$ cat config.mk
export PLATFORM = sky130hd
export DESIGN_NAME = alu_ctrl_mdu_seq
export DESIGN_NICKNAME = d
export VERILOG_FILES = /design/src/rtl/alu_ctrl_mdu_seq_pkg.sv /design/src/rtl/alu_ctrl_mdu_seq_decode.sv /design/src/rtl/alu_ctrl_mdu_seq.sv
export SDC_FILE = /design/constraint.sdc
export NUM_CORES = 1
export LEC_CHECK = 0
export BUFFER_PORTS_ARGS = -buffer_cell sky130_fd_sc_hd__clkbuf_2
export CORE_MARGIN = 2
export CORE_UTILIZATION = 30
export CTS_BUF_LIST = sky130_fd_sc_hd__clkbuf_4
export CTS_CLUSTER_SIZE = 28
export DETAILED_ROUTE_END_ITERATION = 10
export SLEW_MARGIN = 10
export SYNTH_ARGS = -nofsm -noshare
export SYNTH_HDL_FRONTEND = slang
export SYNTH_HIERARCHICAL = 1
export SYNTH_SLANG_ARGS = --single-unit
$ cat constraint.sdc
create_clock -name clk -period 2.45 [get_ports clk]
set_input_delay 0.735 -clock clk [delete_from_list [all_inputs] [get_ports clk]]
set_output_delay 0.735 -clock clk [all_outputs]
set_load 0.005 [all_outputs]
$ cat src/rtl/alu_ctrl_mdu_seq_pkg.sv
`default_nettype none
// +--------------------------------------------------------------------------+
// | Package : alu_ctrl_mdu_seq_pkg                                           |
// | Purpose : Shared codes for the ALU control unit and its MDU sequencer:   |
// |           ALUOp classes, ALU operation codes, R-type function codes,     |
// |           HiLo select codes and the sequencer state encoding.            |
// | Revision: 1.0  initial release                                           |
// +--------------------------------------------------------------------------+
package alu_ctrl_mdu_seq_pkg;

   // ALUOp classes issued by the main control unit
   localparam logic [1:0] ALUOP_ADD   = 2'b00;
   localparam logic [1:0] ALUOP_SUB   = 2'b01;
   localparam logic [1:0] ALUOP_RTYPE = 2'b10;

   // ALU operation codes
   localparam logic [2:0] ALU_AND = 3'b000;
   localparam logic [2:0] ALU_OR  = 3'b001;
   localparam logic [2:0] ALU_ADD = 3'b010;
   localparam logic [2:0] ALU_SUB = 3'b110;
   localparam logic [2:0] ALU_SLT = 3'b111;

   // R-type function field codes
   localparam logic [5:0] FUNCT_MFHI  = 6'd16;
   localparam logic [5:0] FUNCT_MFLO  = 6'd18;
   localparam logic [5:0] FUNCT_MULTU = 6'd25;
   localparam logic [5:0] FUNCT_DIVU  = 6'd27;
   localparam logic [5:0] FUNCT_ADD   = 6'd32;
   localparam logic [5:0] FUNCT_SUB   = 6'd34;
   localparam logic [5:0] FUNCT_AND   = 6'd36;
   localparam logic [5:0] FUNCT_OR    = 6'd37;
   localparam logic [5:0] FUNCT_SLT   = 6'd42;

   // Write-back source select
   localparam logic [1:0] SELHILO_ALU = 2'b00;
   localparam logic [1:0] SELHILO_HI  = 2'b01;
   localparam logic [1:0] SELHILO_LO  = 2'b10;

   // MDU sequencer states
   typedef enum logic [1:0] {
      ST_IDLE  = 2'd0,
      ST_START = 2'd1,
      ST_STEP  = 2'd2,
      ST_WB    = 2'd3
   } mdu_state_t;

endpackage
`default_nettype wire

$ cat src/rtl/alu_ctrl_mdu_seq_decode.sv
`default_nettype none
// +--------------------------------------------------------------------------+
// | Module  : alu_ctrl_mdu_seq_decode                                        |
// | Purpose : Pure combinational ALUOp/Funct decode. Produces the ALU        |
// |           operation, the HiLo write-back select, the illegal flag and    |
// |           the class flags the sequencer needs (MDU request, HiLo read).  |
// | Ports   : ALUOp[1:0], Funct[5:0]            in                           |
// |           ALUOperation[2:0], SelHilo[1:0]    out                          |
// |           illegal, mdu_req, mdu_div, hilo_read out                        |
// | Revision: 1.0  initial release                                           |
// +--------------------------------------------------------------------------+
module alu_ctrl_mdu_seq_decode
   import alu_ctrl_mdu_seq_pkg::*;
#(
   parameter int HAS_DIV = 1
) (
   input  logic [1:0] ALUOp,
   input  logic [5:0] Funct,
   output logic [2:0] ALUOperation,
   output logic [1:0] SelHilo,
   output logic       illegal,
   output logic       mdu_req,
   output logic       mdu_div,
   output logic       hilo_read
);

   always_comb begin
      // Safe defaults: every undecodable path falls back to AND/ALU with the
      // illegal flag raised, so no X ever reaches the datapath.
      ALUOperation = ALU_AND;
      SelHilo      = SELHILO_ALU;
      illegal      = 1'b0;
      mdu_req      = 1'b0;
      mdu_div      = 1'b0;
      hilo_read    = 1'b0;
      case (ALUOp)
         ALUOP_ADD: ALUOperation = ALU_ADD;
         ALUOP_SUB: ALUOperation = ALU_SUB;
         ALUOP_RTYPE: begin
            case (Funct)
               FUNCT_ADD:   ALUOperation = ALU_ADD;
               FUNCT_SUB:   ALUOperation = ALU_SUB;
               FUNCT_AND:   ALUOperation = ALU_AND;
               FUNCT_OR:    ALUOperation = ALU_OR;
               FUNCT_SLT:   ALUOperation = ALU_SLT;
               FUNCT_MFHI: begin
                  SelHilo   = SELHILO_HI;
                  hilo_read = 1'b1;
               end
               FUNCT_MFLO: begin
                  SelHilo   = SELHILO_LO;
                  hilo_read = 1'b1;
               end
               FUNCT_MULTU: mdu_req = 1'b1;
               FUNCT_DIVU: begin
                  if (HAS_DIV != 0) begin
                     mdu_req = 1'b1;
                     mdu_div = 1'b1;
                  end else begin
                     illegal = 1'b1;
                  end
               end
               default:     illegal = 1'b1;
            endcase
         end
         default: illegal = 1'b1;
      endcase
   end

endmodule
`default_nettype wire

$ cat src/rtl/alu_ctrl_mdu_seq.sv
`default_nettype none
// +--------------------------------------------------------------------------+
// | Module  : alu_ctrl_mdu_seq                                               |
// | Purpose : ALU control unit with a sequencer for multi-cycle MULTU/DIVU.  |
// |           Decode is combinational; the sequencer walks IDLE -> START ->  |
// |           STEP (WIDTH cycles) -> WB and interlocks the pipeline against  |
// |           new MDU ops and HiLo reads while it is busy.                   |
// | Ports   : clk, rst (async, active high), inst_valid, ALUOp[1:0],         |
// |           Funct[5:0]                                         in          |
// |           ALUOperation[2:0], SelHilo[1:0], illegal            out (comb)  |
// |           mdu_start, mdu_op, mdu_step, hilo_we                out (reg)   |
// |           busy, stall                                         out (comb)  |
// | Params  : WIDTH   operand width = number of step cycles                  |
// |           CNT_W   step counter width, 2**CNT_W must exceed WIDTH         |
// |           HAS_DIV 1 enables DIVU, 0 decodes it as illegal                |
// | Revision: 1.0  initial release                                           |
// +--------------------------------------------------------------------------+
module alu_ctrl_mdu_seq
   import alu_ctrl_mdu_seq_pkg::*;
#(
   parameter int WIDTH   = 32,
   parameter int CNT_W   = 6,
   parameter int HAS_DIV = 1
) (
   input  logic       clk,
   input  logic       rst,
   input  logic       inst_valid,
   input  logic [1:0] ALUOp,
   input  logic [5:0] Funct,
   output logic [2:0] ALUOperation,
   output logic [1:0] SelHilo,
   output logic       illegal,
   output logic       mdu_start,
   output logic       mdu_op,
   output logic       mdu_step,
   output logic       hilo_we,
   output logic       busy,
   output logic       stall
);

   localparam logic [CNT_W-1:0] CNT_LAST = CNT_W'(WIDTH - 1);

   logic             dec_mdu_req;
   logic             dec_mdu_div;
   logic             dec_hilo_read;
   logic             issue;
   mdu_state_t       state;
   mdu_state_t       state_next;
   logic [CNT_W-1:0] cnt;
   logic [CNT_W-1:0] cnt_next;
   logic             mdu_op_next;

   alu_ctrl_mdu_seq_decode #(
      .HAS_DIV (HAS_DIV)
   ) u_decode (
      .ALUOp        (ALUOp),
      .Funct        (Funct),
      .ALUOperation (ALUOperation),
      .SelHilo      (SelHilo),
      .illegal      (illegal),
      .mdu_req      (dec_mdu_req),
      .mdu_div      (dec_mdu_div),
      .hilo_read    (dec_hilo_read)
   );

   assign busy  = (state != ST_IDLE);
   // Only an idle sequencer accepts an op; anything arriving while busy is
   // held by stall and is accepted in the first IDLE cycle.
   assign issue = inst_valid & dec_mdu_req & ~busy;
   // HiLo reads wait through WB as well, so they see the freshly written value.
   assign stall = busy & inst_valid & (dec_mdu_req | dec_hilo_read);

   always_comb begin
      state_next  = state;
      cnt_next    = cnt;
      mdu_op_next = mdu_op;
      case (state)
         ST_IDLE: begin
            if (issue) begin
               state_next  = ST_START;
               mdu_op_next = dec_mdu_div;
            end
         end
         ST_START: begin
            state_next = ST_STEP;
            cnt_next   = '0;
         end
         ST_STEP: begin
            cnt_next = cnt + 1'b1;
            if (cnt == CNT_LAST) begin
               state_next = ST_WB;
            end
         end
         ST_WB:   state_next = ST_IDLE;
         default: state_next = ST_IDLE;
      endcase
   end

   // Strobes are registered from the next state so that each one is high
   // exactly while the sequencer sits in the matching state.
   always_ff @(posedge clk or posedge rst) begin
      if (rst) begin
         state     <= ST_IDLE;
         cnt       <= '0;
         mdu_op    <= 1'b0;
         mdu_start <= 1'b0;
         mdu_step  <= 1'b0;
         hilo_we   <= 1'b0;
      end else begin
         state     <= state_next;
         cnt       <= cnt_next;
         mdu_op    <= mdu_op_next;
         mdu_start <= (state_next == ST_START);
         mdu_step  <= (state_next == ST_STEP);
         hilo_we   <= (state_next == ST_WB);
      end
   end

endmodule
`default_nettype wire

After elaboration in Yosys (flattened, before gate mapping)
Cells that the tools add are included.
{ "word_totals": {"register_bits": 12, "inputBits": 11} }
{ "op_classes": {"add_sub_neg": 1, "n_eq_ne": 18, "muxes": 16, "n_bitwise": 6, "reduce_logical": 9} }
{ "ops": {"columns": ["operator", "count"], "rows": [
  ["$eq A6 B5 Y1 const B", 5],
  ["$eq A6 B6 Y1 const B", 5],
  ["$pmux W3 S4", 1],
  ["$pmux W6 S2", 1],
  ["$eq A2 B2 Y1 const B", 5],
  ["$pmux W3 S3", 1],
  ["$reduce_or A9 Y1", 1],
  ["$pmux W2 S4", 1],
  ["$mux W1", 7],
  ["$add A6 B1 Y6 const B", 1],
  ["$eq A2 B1 Y1 const B", 3],
  ["$mux W2", 3],
  ["$reduce_or A2 Y1", 3],
  ["$and A1 B1 Y1", 4],
  ["$logic_not A2 Y1", 2],
  ["$pmux W2 S2", 1],
  ["$reduce_bool A2 Y1", 2],
  ["$pmux W1 S2", 1],
  ["$reduce_and A2 Y1", 1],
  ["$not A1 Y1", 1],
  ["$or A1 B1 Y1", 1]
]} }

Depth between registers and ports, before layout
{ "logic_depth": {"ltp_word": 9, "depth_mapped": 6, "mapped_depth_nobuf": 6} }

Modules after synthesis
Netlist, hierarchy kept.
{ "modules_own_cells": {"columns": ["mod", "instances", "cells_each", "area_each_um2", "seq_area_each_um2"], "rows": [
  ["alu_ctrl_mdu_seq", 1, 55, 598.1, 300.3],
  ["alu_ctrl_mdu_seq_decode", 1, 26, 176.4, 0.0]
]} }

Worst setup path before layout
OpenSTA, ideal clock, no wires.
{ "synth_timing": {"path_type": "input to output", "from": "input Funct[4]", "to": "output illegal", "arrival_ns": 1.484, "required_ns": 1.715, "slack_ns": 0.231, "path_stages": 3, "n_path_buf": 0, "cell_sequence": "nand2b_1 or4_1 o311a_1"} }
{ "synth_via": {"elab_chain_len": 4, "elab_cells_between_ends": 12} }
{ "synth_lines": {"columns": ["item", "line_no", "rtl"], "rows": [
  ["start, declared", "alu_ctrl_mdu_seq.sv:29", "input logic [5:0] Funct,"],
  ["$eq A6 B6 Y1 / $eq A6 B5 Y1 (equally long branches)", "alu_ctrl_mdu_seq_decode.sv:40", "case (Funct)"],
  ["$reduce_or A9 Y1 (no line) *", null, null],
  ["$mux W1 *", null, null],
  ["$pmux W1 S2 *", "alu_ctrl_mdu_seq_decode.sv:36", "case (ALUOp)"],
  ["end, declared", "alu_ctrl_mdu_seq.sv:32", "output logic illegal,"]
]} }
Mark *: on every way between the ends. The rest lies on a longest branch, timed or not.

Worst setup path in the final report
Ends and elaborated chain as after synthesis.

==> impl_metrics.py <==
metrics = {
    "drt": {
        "drtPass1Iterations": 4,
        "drt.antenna.violating_nets": 0,
        "via_per_inst": 4.94,
        "detailroute.via_count": 677,
        "drt_iter0_markers": 1,
        "route.detailed.wl_per_inst_um": 11.4,
        "drc_errors": 0,
        "totalWireLength_um": 1560,
    },
    "synth": {
        "synth_top_cell_area_share": 0.388,
        "synth_seq_cells": 12,
        "synthTopCellsByArea": "dfrtp_1 39%, ha_1 4.8%, inv_1 4.4%",
        "syn_area_per_cell_um2": 9.56,
        "yosys_warnings": 6,
        "ys_types": 35,
        "synth.largest_area_cell": "dfrtp_1",
        "synthesis.instances": 81,
        "netlist_area_um2": 774,
        "proportion_of_synthesized_chip_area_in_sequential_cells": 0.388,
        "post_syn_nets": 95,
    },
    "clocking": {
        "post_cts.resized_instances": 0,
        "max-clock-path-buffers": 2,
        "htree_num_levels": 1,
        "clock_sinks": 12,
        "cts_setup_buffers": 0,
        "cts-hold-fix-buffers": 0,
        "cts-root-buf": "clkbuf_4",
        "clock_latency_ns": 0.27,
        "clk_transition_reported_paths_ns": 0.07,
        "cts_made_buffers": 3,
        "tritoncts": "yes",
    },
    "pwr": {
        "worst_ir_drop_vdd_mv": 0.359,
        "leakage_power_nw": 0.504,
        "pwr_density_cell_nw_per_um2": 603,
        "finalPower_mw": 0.583,
    },
    "global_routing": {
        "number_of_global_route_vias_before_repair": 592,
        "grt_use_total": 0.121,
        "wire_length_of_the_first_global_routing_pass_um": 2570,
        "largest_net_degree_at_the_start_of_global_routing": 13,
        "global_route.overflow_total": 0,
        "antenna_violations_before_repair": 0,
    },
    "critical_path": {
        "critPathBufInv": 2,
        "timing.critical_path.slowest_cell_delay_ns": 0.48,
        "timing.critical_path.required_ns": 1.71,
        "timing_worst_setup_path_type": "primary input to primary output",
        "path_delay_family": "simple AND/OR/NAND/NOR gates",
        "critPathLaunchType": "primary input",
        "worstPathMaxFanout": 3,
        "crit_arrival_ns": 1.69,
        "crit_path_frequent_cell": "clkbuf_2",
        "crit_slowest_cell": "or4_1",
        "end_kind": "primary output",
        "list_of_cells_traversed_by_the_critical_path": "clkbuf_2 -> nand2b_4 -> or4_1 -> o311a_1 -> clkbuf_2",
    },
    "flow_run": {
        "maxCapViolCount": 0,
    },
    "final_layout": {
        "antenna_cells_inserted": 0,
        "final_cell_mix": "21 x clkbuf_2, 12 x dfrtp_1, 9 x inv_1",
        "post_layout_net_count": 123,
        "mostFrequentLayoutCell": "clkbuf_2",
        "area_delta_synth_final_pct": 24.9,
        "proportion_of_layout_cells_with_a_drive_suffix_above_1": 0.336,
        "finalInstanceArea_um2": 967,
        "finalCoreUtilization": 0.394,
    },
    "floorplan": {
        "ios": 23,
        "std_cell_rows": 18,
        "floorplan.die_area_um2": 3000,
        "die_width_um": 54.8,
        "fp.dieH_um": 54.8,
        "core_um2": 2450,
        "floorplan.initialDensity": 0.315,
    },
    "sta": {
        "slew_headroom": 0.687,
        "report.final.slew_viol_count": 0,
        "final.period_utilization": 0.991,
        "tightestPinTransition_ns": 0.469,
        "fin_skew_ns": 0.00136,
        "hold_violation_total_from_the_final_report": 0,
        "finalSetupViolations": 0,
        "finalCriticalPeriod_ns": 2.43,
        "max_freq_mhz": 412,
        "rsz_0062_raised_after_global_routing": "yes",
    },
    "placed_design": {
        "io_buffer_count": 22,
        "postPlaceCellArea_um2": 922,
        "finalWeightedCongestion": 0.719,
        "hpwlAfterDp_um": 1210,
    },
    "hold_path": {
        "hold_class": "primary input to async pin",
    },
    "outcome": {
        "result_of_the_run": "complete, no violations",
    },
}
## Yosys cell counts, drive strengths merged
| master | number |
|---|---|
| nand3 | 3 |
| o211a | 1 |
| ha | 3 |
| or3 | 1 |
| mux2i | 1 |
| buf | 2 |
| and4bb | 1 |
| nor2b | 4 |
| nor3b | 2 |
| nor4b | 1 |
| nand2 | 3 |
| a211oi | 1 |
| o22ai | 1 |
| and2 | 3 |
| nand2b | 3 |
| and3 | 2 |
| xor2 | 1 |
| and4b | 1 |
| nor4 | 1 |
| xnor2 | 1 |
| a21o | 1 |
| a21oi | 1 |
| dfrtp | 12 |
| o21a | 1 |
| or4 | 1 |
| nand4 | 1 |
| nand3b | 3 |
| inv | 9 |
| mux2 | 1 |
| o311a | 1 |
| nor3 | 2 |
| o21ai | 6 |
| nor2 | 5 |
| a31oi | 1 |
## cell families after synthesis
group	after synthesis	synth area share
and+or+nand+nor	37	0.318
muxes	2	0.0275
buffers and inverters	11	0.0727
DFF	12	0.388
adders and majority gates	3	0.0485
xor gates and xnor gates	2	0.0226
AOI/OAI and AO/OA	14	0.123
## layout make-up
class	count	area, um2
Clock buffer	3	22.5
Multi-Input combinational cell	58	440
Fill cell	248	1490
Tap cell	30	37.5
Timing Repair Buffer	25	133
Inverter	9	33.8
Sequential cell	12	300
## through the flow
step	TNS (ns)	hold slack [ns]	cells	setup slack, ns
4_1_cts	0	0.462	137	0.0171
3_5_place_dp	0	0.500	134	0.0188
2_1_floorplan	0	0.502	81	0.231
5_1_grt	-0.0274	0.495	137	-0.0274
6_report	0	0.445	137	0.0224
3_3_place_gp	0	0.498	134	0.0300
## sequential cells by signal (all words and copies together) (netlist names)
register,flops
cnt,6
state,2
hilo_we,1
mdu_op,1
mdu_start,1
mdu_step,1
## path summary, 6_finish.rpt
| kind | depth (start not counted) | end | start | slack (ns) |
|---|---|---|---|---|
| max in group asynchronous | 2 | state[1] | rst | 1.69 |
| worst max-delay path | 5 | illegal | Funct[4] | 0.02 |
| worst min register to register | 1 | mdu_op | mdu_op | 0.52 |
| worst max register to register | 5 | cnt[5] | state[0] | 0.80 |
| worst min-delay path | 2 | hilo_we | rst | 0.45 |
| min in group clk | 1 | mdu_op | mdu_op | 0.52 |
## layer usage
layer | share of wire | up-vias | GRT usage
li1 | - | 338 | -
met1 | 0.42 | 312 | 0.139
met2 | 0.51 | 23 | 0.212
met3 | 0.054 | 4 | 0.0191
met4 | 0.015 | 0 | 0.0625
met5 | 0 | - | 0
## report_power, final
group	switching, mW	internal, mW
logic	0.124	0.0821
registers	0.0254	0.231
clock network	0.0640	0.0568
Power figures use the tool's default switching activity.
